`src/rtl/uart_rx_pkg.sv`:
```
// uart_rx_pkg: shared state encoding, frame width and baud divider helper for the UART blocks.
package uart_rx_pkg;
  typedef enum logic [2:0] {IDLE, START, DATA, STOP, WAIT} uart_rx_state_t;
  localparam int DATA_BITS = 8;
  function automatic int baud_div(input int clk_hz, input int baud, input int ovs);
    return clk_hz / (baud * ovs);
  endfunction
endpackage

```
`src/rtl/uart_rx_if.sv`:
```
// uart_rx_if: received-byte bus between the UART receiver and its consumer.
interface uart_rx_if;
  import uart_rx_pkg::*;
  logic [DATA_BITS-1:0] rx_data;
  logic rx_ready, rx_load, frame_err, overrun;
  modport master(output rx_data, rx_ready, frame_err, overrun, input rx_load);
  modport slave(input rx_data, rx_ready, frame_err, overrun, output rx_load);
endinterface

```
`src/rtl/uart_rx_baud_tick.sv`:
```
// uart_baud_tick: free-running divider emitting a 1-clk tick every DIV clocks, restartable.
module uart_baud_tick #(
  parameter int DIV = 1
) (
  input  logic clk,
  input  logic nrst,
  input  logic i_restart,
  output logic o_tick
);
  localparam int W = DIV > 1 ? $clog2(DIV) : 1;
  localparam logic [W-1:0] LAST = W'(DIV - 1);
  logic [W-1:0] r_cnt;
  always_ff @(posedge clk or negedge nrst)
    if (!nrst) r_cnt <= '0;
    else r_cnt <= (i_restart || o_tick) ? '0 : r_cnt + 1'b1;
  assign o_tick = r_cnt == LAST;
endmodule

```
`src/rtl/uart_rx.sv`:
```
// uart_rx: 8N1 LSB-first oversampling UART receiver presenting bytes on a ready/load bus.
module uart_rx
  import uart_rx_pkg::*;
#(
  parameter int CLK_HZ     = 50_000_000,
  parameter int BAUD       = 9600,
  parameter int OVERSAMPLE = 16
) (
  input  logic      clk,
  input  logic      nrst,
  input  logic      rx,
  uart_rx_if.master bus
);
  localparam int DIV = baud_div(CLK_HZ, BAUD, OVERSAMPLE);
  localparam int SW = $clog2(OVERSAMPLE);
  localparam logic [SW-1:0] HALF = SW'(OVERSAMPLE / 2 - 1);
  localparam logic [SW-1:0] LASTS = SW'(OVERSAMPLE - 1);
  if (DIV < 1) begin : g_div_chk
    $error("uart_rx: clock too slow for BAUD*OVERSAMPLE");
  end
  if (OVERSAMPLE < 4 || OVERSAMPLE % 2 != 0) begin : g_ovs_chk
    $error("uart_rx: OVERSAMPLE must be even and >= 4");
  end
  uart_rx_state_t r_state, w_next;
  logic [1:0] r_sync;
  logic [SW-1:0] r_scnt;
  logic [2:0] r_bcnt;
  logic [DATA_BITS-1:0] r_shift, r_data;
  logic r_ready, r_ferr, r_ovr;
  logic w_rxs, w_tick, w_restart, w_clr_scnt, w_shift, w_deliver, w_ferr, w_load;
  assign w_rxs  = r_sync[1];
  assign w_load = bus.rx_load;
  uart_baud_tick #(.DIV(DIV)) u_tick (
    .clk      (clk),
    .nrst     (nrst),
    .i_restart(w_restart),
    .o_tick   (w_tick)
  );
  always_ff @(posedge clk or negedge nrst)
    if (!nrst) r_state <= IDLE;
    else r_state <= w_next;
  always_comb begin
    w_next     = r_state;
    w_restart  = 1'b0;
    w_clr_scnt = 1'b0;
    w_shift    = 1'b0;
    w_deliver  = 1'b0;
    w_ferr     = 1'b0;
    case (r_state)
      IDLE: if (!w_rxs) begin
        w_next     = START;
        w_restart  = 1'b1;
        w_clr_scnt = 1'b1;
      end
      START: if (w_tick && r_scnt == HALF) begin
        w_next     = w_rxs ? IDLE : DATA;
        w_clr_scnt = 1'b1;
      end
      DATA: if (w_tick && r_scnt == LASTS) begin
        w_shift    = 1'b1;
        w_clr_scnt = 1'b1;
        w_next     = r_bcnt == 3'(DATA_BITS - 1) ? STOP : DATA;
      end
      STOP: if (w_tick && r_scnt == LASTS) begin
        w_next     = w_rxs ? IDLE : WAIT;
        w_deliver  = w_rxs;
        w_ferr     = !w_rxs;
        w_clr_scnt = 1'b1;
      end
      WAIT: w_next = w_rxs ? IDLE : WAIT;
      default: w_next = IDLE;
    endcase
  end
  always_ff @(posedge clk or negedge nrst)
    if (!nrst) begin
      r_sync  <= 2'b11;
      r_scnt  <= '0;
      r_bcnt  <= '0;
      r_shift <= '0;
    end else begin
      r_sync  <= {r_sync[0], rx};
      r_scnt  <= w_clr_scnt ? '0 : w_tick ? r_scnt + 1'b1 : r_scnt;
      r_bcnt  <= r_state == START ? '0 : w_shift ? r_bcnt + 1'b1 : r_bcnt;
      r_shift <= w_shift ? {w_rxs, r_shift[DATA_BITS-1:1]} : r_shift;
    end
  // A delivery coinciding with rx_load wins: ready stays set and no overrun is raised.
  always_ff @(posedge clk or negedge nrst)
    if (!nrst) begin
      r_data  <= '0;
      r_ready <= 1'b0;
      r_ferr  <= 1'b0;
      r_ovr   <= 1'b0;
    end else begin
      r_data  <= w_deliver ? r_shift : r_data;
      r_ready <= w_deliver || (r_ready && !w_load);
      r_ferr  <= w_ferr || (r_ferr && !w_load);
      r_ovr   <= !w_load && (r_ovr || (w_deliver && r_ready));
    end
  assign bus.rx_data   = r_data;
  assign bus.rx_ready  = r_ready;
  assign bus.frame_err = r_ferr;
  assign bus.overrun   = r_ovr;
endmodule
```
`src/flat_wrapper.sv`:
```
// flat-port wrapper written by rule: the top's interface ports become plain ports
module uart_rx_flat import uart_rx_pkg::*;
#(
  parameter int CLK_HZ     = 50_000_000,
  parameter int BAUD       = 9600,
  parameter int OVERSAMPLE = 16
)
  (clk, nrst, rx, bus_rx_data, bus_rx_ready, bus_frame_err, bus_overrun, bus_rx_load);
  uart_rx_if bus_i ();
  input  logic clk;
  input  logic nrst;
  input  logic rx;
  output wire logic [$bits(bus_i.rx_data)-1:0] bus_rx_data;
  output wire logic [$bits(bus_i.rx_ready)-1:0] bus_rx_ready;
  output wire logic [$bits(bus_i.frame_err)-1:0] bus_frame_err;
  output wire logic [$bits(bus_i.overrun)-1:0] bus_overrun;
  input wire logic [$bits(bus_i.rx_load)-1:0] bus_rx_load;
  assign bus_rx_data = bus_i.rx_data;
  assign bus_rx_ready = bus_i.rx_ready;
  assign bus_frame_err = bus_i.frame_err;
  assign bus_overrun = bus_i.overrun;
  assign bus_i.rx_load = bus_rx_load;
  uart_rx #(.CLK_HZ(CLK_HZ), .BAUD(BAUD), .OVERSAMPLE(OVERSAMPLE)) u_core (.clk(clk), .nrst(nrst), .rx(rx), .bus(bus_i));
endmodule
```
`config.mk`:
```
export PLATFORM = sky130hd
export DESIGN_NAME = uart_rx_flat
export DESIGN_NICKNAME = d
export VERILOG_FILES = /design/src/rtl/uart_rx_pkg.sv /design/src/rtl/uart_rx_if.sv /design/src/rtl/uart_rx_baud_tick.sv /design/src/rtl/uart_rx.sv /design/src/flat_wrapper.sv
export SDC_FILE = /design/constraint.sdc
export NUM_CORES = 1
export LEC_CHECK = 0
export ABC_AREA = 1
export CAP_MARGIN = 20
export CORE_ASPECT_RATIO = 0.9
export CORE_MARGIN = 4
export CORE_UTILIZATION = 55
export DETAILED_ROUTE_END_ITERATION = 8
export GPL_TIMING_DRIVEN = 0
export PLACE_DENSITY = 0.85
export SYNTH_ARGS = -nofsm -noshare
export SYNTH_HDL_FRONTEND = slang
export SYNTH_HIERARCHICAL = 1
export SYNTH_SLANG_ARGS = --single-unit
```
`constraint.sdc`:
```
create_clock -name clk -period 1.9 [get_ports clk]
set_input_delay 0.38 -clock clk [delete_from_list [all_inputs] [get_ports clk]]
set_output_delay 0.38 -clock clk [all_outputs]
set_load 0.05 [all_outputs]
```
==> impl_metrics.env, run 1 <==
export IMPL_place_congestion=0.864
export IMPL_fin_util_pct=71.7
export IMPL_hold_viol_final=0
export IMPL_clkPwrFrac_pct=46.1
export IMPL_fillers=280
export IMPL_rsz0062_at_grt="true"
export IMPL_path_clk_slew_ns=0.08
export IMPL_die_x_um=70.9
export IMPL_clkSinkCount=40
export IMPL_hpwl_um=2290
export IMPL_ant_nets=0
export IMPL_insertedDiodeCount=0
export IMPL_cp_num_buf_inv=1
export IMPL_fin_crit_ns=1.86
export IMPL_finalWirelength_um=3730
export IMPL_timing_hold_ws_ns=0.195
export IMPL_yosysUniqueCellTypes=24
export IMPL_finalSetupTns_ns=0
export IMPL_ys_warn_count=6
export IMPL_grt_pass1_wl_um=6320
export IMPL_worstMarginPinSlew_ns=0.867
export IMPL_fmax_mhz=539
export IMPL_swShare_pct=19.1
export IMPL_drc=0
export IMPL_worstPathMaxFanout=2
export IMPL_syn_to_final_growth_pct=24.7
export IMPL_htree_levels=2
export IMPL_port_buffers=14
export IMPL_path_cells="clkdlybuf4s50_1"
export IMPL_clock_skew_final_ns=0.00818
export IMPL_grt_pass1_vias=1410
export IMPL_startpoint_type="flip-flop"
export IMPL_numCtsBuffers=5
export IMPL_netlist_area_um2=1960
export IMPL_core_area_um2=3400
export IMPL_clock_path_buffers=2
export IMPL_cp_required_ns=1.52
export IMPL_synth_seq_area_share_pct=51.3
export IMPL_cp_slowest_cell="clkdlybuf4s50_1"
export IMPL_slew_headroom_pct=42.2
export IMPL_cellLeakagePower_nw=1.22
export IMPL_initial_core_util_pct=57.5
export IMPL_cts_root_buffer="clkbuf_8"
export IMPL_power_w=0.00164
export IMPL_avgRoutedWirePerCell_um=12.5
export IMPL_critical_path_max_stage_delay_ns=0.81
export IMPL_drv_slew=0
export IMPL_reg2reg_depth=12
export IMPL_maxCapViolations=0
export IMPL_setup_violations=0
export IMPL_clk_latency_ns=0.30
export IMPL_cpLargestDelayFamily="buffers and inverters"
export IMPL_vias_per_cell=5.00
export IMPL_critPathKind="flip-flop to output port"
export IMPL_power_switching_w=0.000313
export IMPL_finalNonFillerCells=299
export IMPL_ir_drop_mv=0.497
export IMPL_power_density_nw_per_um2=670
export IMPL_synth_area_per_cell_um2=8.89
export IMPL_io_pins=15
export IMPL_drtIter0Drc=108
export IMPL_status="complete, no violations"
export IMPL_layout_drive_gt1_share_pct=25.5
export IMPL_grt_overflow_total=0
export IMPL_end_kind="output port"
export IMPL_placed_cells_incl_taps=278
export IMPL_path_depth=1
export IMPL_via_count=1494
export IMPL_antenna_found_initial=0
export IMPL_synthCells=220
export IMPL_rows=20
export IMPL_post_route_period_util_pct=97.7
export IMPL_track_usage_pct=17.8
export IMPL_power_frac_seq_pct=52.4
export IMPL_intPower_w=0.00132
export IMPL_nNetsFinal=263
export IMPL_cp_arrival_ns=1.48
export IMPL_cts_tree="built"
export IMPL_comb_power_share_pct=1.5
export IMPL_syn_nets=229
export IMPL_die_area_um2=4580
export IMPL_hold_path_class="input port to asynchronous set/reset pin"
export IMPL_synth_seq_cells=40
export IMPL_grt_max_degree=41
export IMPL_cts_hold_buf=0
export IMPL_die_h_um=64.6
export IMPL_drt_first_pass_iters=4
==> synth_stat cells, drive strengths merged <==
library cell | count | area [µm²]
dfstp | 2 | 52.6
nand2 | 61 | 234
nor3 | 1 | 5.00
mux2i | 1 | 10.0
xor2 | 4 | 35.0
dfrtp | 38 | 951
xnor2 | 2 | 17.5
nor2 | 28 | 128
ha | 5 | 62.6
a21boi | 1 | 7.51
inv | 32 | 120
o21ai | 20 | 164
buf | 4 | 45.0
nand4 | 2 | 12.5
nand3 | 17 | 103
a21oi | 2 | 10.0
==> through the flow <==
stage | worst slack [ns] | area, µm²
6_report | 0.0431 | 2440
5_1_grt | -0.0512 | 2440
4_1_cts | 0.0123 | 2320
3_5_place_dp | -0.0607 | 2150
3_3_place_gp | -0.514 | 2150
2_1_floorplan | 0.191 | 1960
==> layout make-up <==
class | instances | area [µm²] | area share, %
sequential | 40 | 1000 | 41.1
multi-input combinational | 145 | 836 | 34.2
timing repair buffer | 26 | 246 | 10.1
inverter | 32 | 120 | 4.92
clock buffer | 7 | 96.3 | 3.95
tap | 44 | 55.1 | 2.26
buffer | 4 | 53.8 | 2.20
clock inverter | 1 | 30.0 | 1.23
==> worst paths after layout <==
kind,from,end,slack (ns)
max,u_core/bus.rx_data[1],bus_rx_data[1],0.04
min,nrst,u_core/r_scnt[0],0.20
max reg2reg,u_core/u_tick/r_cnt[1],u_core/bus.rx_data[3],0.04
min reg2reg,u_core/r_sync[0],u_core/r_sync[1],0.36
max in group asynchronous,nrst,u_core/bus.rx_data[6],1.16
min in group clk,u_core/r_sync[0],u_core/r_sync[1],0.36
==> timing repair <==
action	CTS	global route
resized for setup	1	13
pin swaps	3	5
endpoints found under the setup margin	21	25
gates cloned	1	1
buffers inserted	4	7
==> cell usage in the layout, fill, tap and decap left out, drive strengths merged, types with 4 or more instances in the layout <==
master          n
o21ai          20
nor2           28
nand2          61
xor2            4
nand3          18
clkbuf          8
buf            16
ha              5
dfrtp          38
clkdlybuf4s50  13
inv            32
==> registers in the layout, summed over array words and instances, names as in the netlist <==
signal,count
u_core/bus.frame_err,1
u_core/bus.overrun,1
u_core/bus.rx_data,8
u_core/bus.rx_ready,1
u_core/r_bcnt,3
u_core/r_scnt,4
u_core/r_shift,8
u_core/r_state,3
u_core/r_sync,2
u_core/u_tick/r_cnt,9
==> power by group through the flow <==
stage	clock network, W	logic [W]	registers (W)
after floorplan	0	0.00000304	0.000873
after global placement	0	0.0000264	0.000873
after detailed placement	0	0.0000254	0.000873
after CTS	0.000772	0.0000256	0.000857
after global routing	0.000813	0.0000294	0.000857
final	0.000755	0.0000243	0.000857
==> worst register-to-register path, stage by stage (launching register included) <==
cell and delay [ns]:
dfrtp_1 0.40, inv_2 0.08, ha_4 0.13, nand2_2 0.05, nor2_2 0.09, nand2_1 0.08
inv_1 0.08, buf_6 0.11, nand3_4 0.07, nor2_4 0.21, nand3_4 0.17, clkbuf_16 0.20
o21ai_2 0.11
==> layer usage <==
metal | up-vias | GRT usage [%] | wire (µm)
li1 | 753 | - | -
met1 | 707 | 23.7 | 1700
met2 | 29 | 26.7 | 1790
met3 | 5 | 4.50 | 178
met4 | 0 | 9.39 | 65
met5 | - | 0 | 0
==> logic make-up after synthesis <==
kind of cell	count (synthesis)	synth area share [%]
compound gates	23	9.27
xor+xnor	6	2.69
fa+ha+maj	5	3.20
buf+inv	36	8.44
flops	40	51.3
mux	1	0.512
simple gates	109	24.6
Power figures use the tool's default switching activity.
==> inputs of run 2 (changes only) <==
--- a/config.mk
+++ b/config.mk
@@ -9,10 +9,11 @@
 export CAP_MARGIN = 20
 export CORE_ASPECT_RATIO = 0.9
 export CORE_MARGIN = 4
-export CORE_UTILIZATION = 55
+export CORE_UTILIZATION = 57
 export DETAILED_ROUTE_END_ITERATION = 8
+export GPL_ROUTABILITY_DRIVEN = 1
 export GPL_TIMING_DRIVEN = 0
-export PLACE_DENSITY = 0.85
+export PLACE_DENSITY = 0.87
 export SYNTH_ARGS = -nofsm -noshare
 export SYNTH_HDL_FRONTEND = slang
 export SYNTH_HIERARCHICAL = 1
==> run 2 against run 1 <==
The run now ends with setup timing left; final cell count fell by 2.3%; clock skew rose by 0.0043 ns; die area fell by 3.1%; maximum frequency fell by 2.5%; clock power fell by 2.6%; total power fell by 1.2%; combinational power barely moved; non-clock buffer count fell by 5; sequential cell count did not move; worst setup slack got worse by 0.047 ns; final area fell by 0.82%; critical path type is now flip-flop to flip-flop.
==> impl_metrics.env, run 2 (same netlist as run 1, synthesis figures left out) <==
export IMPL_antenna_found_initial=0
export IMPL_critical_path_max_stage_delay_ns=0.41
export IMPL_cts_tree="built"
export IMPL_core_area_um2=3160
export IMPL_die_area_um2=4440
export IMPL_clock_skew_final_ns=0.0124
export IMPL_power_switching_w=0.000328
export IMPL_status="complete, but fails checks"
export IMPL_power_frac_seq_pct=53.0
export IMPL_numCtsBuffers=5
export IMPL_drv_slew=0
export IMPL_finalSetupTns_ns=-0.00394
export IMPL_layout_drive_gt1_share_pct=24.0
export IMPL_cp_arrival_ns=2.14
export IMPL_dpl_cell_area_um2=2140
export IMPL_critPathKind="flip-flop to flip-flop"
export IMPL_max_flop_register="u_core/u_tick/r_cnt"
export IMPL_ant_nets=0
export IMPL_via_count=1510
export IMPL_worstMarginPinSlew_ns=0.863
export IMPL_largest_register_ffs=9
export IMPL_drc=0
export IMPL_syn_to_final_growth_pct=23.7
export IMPL_track_usage_pct=18.1
export IMPL_drtIter0Drc=121
export IMPL_drt_first_pass_iters=4
export IMPL_grt_max_degree=41
export IMPL_cellLeakagePower_nw=1.23
export IMPL_io_pins=15
export IMPL_port_buffers=14
export IMPL_die_x_um=69.8
export IMPL_comb_power_share_pct=1.5
export IMPL_met3_usage_pct=6.84
export IMPL_htree_levels=2
export IMPL_violations="setup timing"
export IMPL_grt_pass1_vias=1381
export IMPL_cp_required_ns=2.14
export IMPL_finalWirelength_um=4000
export IMPL_cts_hold_buf=0
export IMPL_layout_common_cells="nand2_1, dfrtp_1, inv_1"
export IMPL_final_common_cell="nand2_1"
export IMPL_slew_headroom_pct=42.5
export IMPL_power_density_nw_per_um2=668
export IMPL_grt_overflow_total=0
export IMPL_nNetsFinal=258
export IMPL_insertedDiodeCount=0
export IMPL_swShare_pct=20.3
export IMPL_vias_per_cell=5.17
export IMPL_design_area_um2=2420
export IMPL_clk_latency_ns=0.30
export IMPL_cp_slowest_cell="dfrtp_1"
export IMPL_clkPwrFrac_pct=45.5
export IMPL_clkSinkCount=40
export IMPL_fin_crit_ns=1.90
export IMPL_die_h_um=63.6
export IMPL_grt_pass1_wl_um=6220
export IMPL_rows=19
export IMPL_setup_ws_ns=-0.00394
export IMPL_hold_viol_final=0
export IMPL_path_clk_slew_ns=0.08
export IMPL_finalNonFillerCells=292
export IMPL_startpoint_type="flip-flop"
export IMPL_fin_util_pct=76.6
export IMPL_grt_util_met2_pct=28.9
export IMPL_initial_core_util_pct=61.9
export IMPL_avgRoutedWirePerCell_um=13.7
export IMPL_post_route_period_util_pct=100
export IMPL_path_cells="inv_2 > ha_1 > nand2_1 > nor2_1 > nand2_1 > inv_1 > buf_6 > nand3_4 > nor2_4 > nand3_4 > clkbuf_16 > o21ai_2"
export IMPL_hold_path_class="input port to asynchronous set/reset pin"
export IMPL_rsz0062_at_grt="true"
export IMPL_clock_path_buffers=2
export IMPL_intPower_w=0.00129
export IMPL_ir_drop_mv=0.632
export IMPL_maxCapViolations=0
export IMPL_top_usage_layer="met2"
export IMPL_setup_violations=1
export IMPL_placed_cells_incl_taps=276
export IMPL_worstPathMaxFanout=6
export IMPL_hpwl_um=2340
export IMPL_end_kind="flip-flop"
export IMPL_met1_usage_pct=23.1
export IMPL_cts_root_buffer="clkbuf_8"
export IMPL_place_congestion=0.860
export IMPL_fmax_mhz=525
## run 2: cell count changes in the layout (fill, tap and decap cells not counted), sizes merged
cell,change
dlymetal6s2s,+2
clkdlybuf4s50,-2
buf,-6
clkinv,+1
## run 2: timing repair
item,CTS,global route
endpoints found under the setup margin,20,27
pin swaps,3,5
gates resized for setup,2,16
setup buffers,2,2
gates cloned,1,3
## run 2: cell type report
class | instances | area (µm²)
Clock inverter | 2 | 38.8
Multi-Input combinational cell | 145 | 831
Sequential cell | 40 | 1000
Fill cell | 216 | 741
Timing Repair Buffer | 21 | 235
Buffer | 4 | 57.6
Tap cell | 42 | 52.6
Clock buffer | 6 | 82.6
Inverter | 32 | 120
## run 2: path summary, 6_finish.rpt
path,start,endpoint,slack (ns),cells after the start
hold reg to reg,u_core/r_sync[0],u_core/r_sync[1],0.36,0
setup / recovery,u_core/u_tick/r_cnt[0],u_core/bus.rx_data[7],-0.004,12
setup reg to reg,u_core/u_tick/r_cnt[0],u_core/bus.rx_data[7],-0.004,12
min in group clk,u_core/r_sync[0],u_core/r_sync[1],0.36,0
max in group asynchronous,nrst,u_core/r_state[2],1.16,1
hold / removal,nrst,u_core/u_tick/r_cnt[8],0.18,1
## run 2: critical path: cells and delay by family (launching register included)
family	cells	cell delay, ns
adders and majority gates	1	0.14
DFF	1	0.41
buffers and inverters	4	0.48
and+or+nand+nor	6	0.71
AOI/OAI and AO/OA	1	0.10
## run 2: power groups by stage
stage	Clock, W	Combinational (W)	Sequential [W]
2_1_floorplan	0	0.00000304	0.000873
3_3_place_gp	0	0.0000265	0.000873
3_5_place_dp	0	0.0000256	0.000873
4_1_cts	0.000749	0.0000258	0.000857
5_1_grt	0.000792	0.0000288	0.000858
6_report	0.000735	0.0000243	0.000857
## run 2: metrics by stage
stage          setup slack [ns]  hold WS [ns]  power, W
6_report               -0.00394         0.185   0.00162
5_1_grt                 -0.0940         0.257   0.00168
4_1_cts               -0.000457         0.219   0.00163
3_5_place_dp            -0.0482         0.347  0.000899
3_3_place_gp             -0.517         0.346  0.000900
2_1_floorplan             0.191        0.0844  0.000876
## run 2: routing by layer
| layer | routed length [µm] | part of all wire (%) |
|---|---|---|
| met1 | 1690 | 42 |
| met2 | 2000 | 50 |
| met3 | 229 | 5.7 |
| met4 | 76 | 1.9 |
| met5 | 0 | 0 |
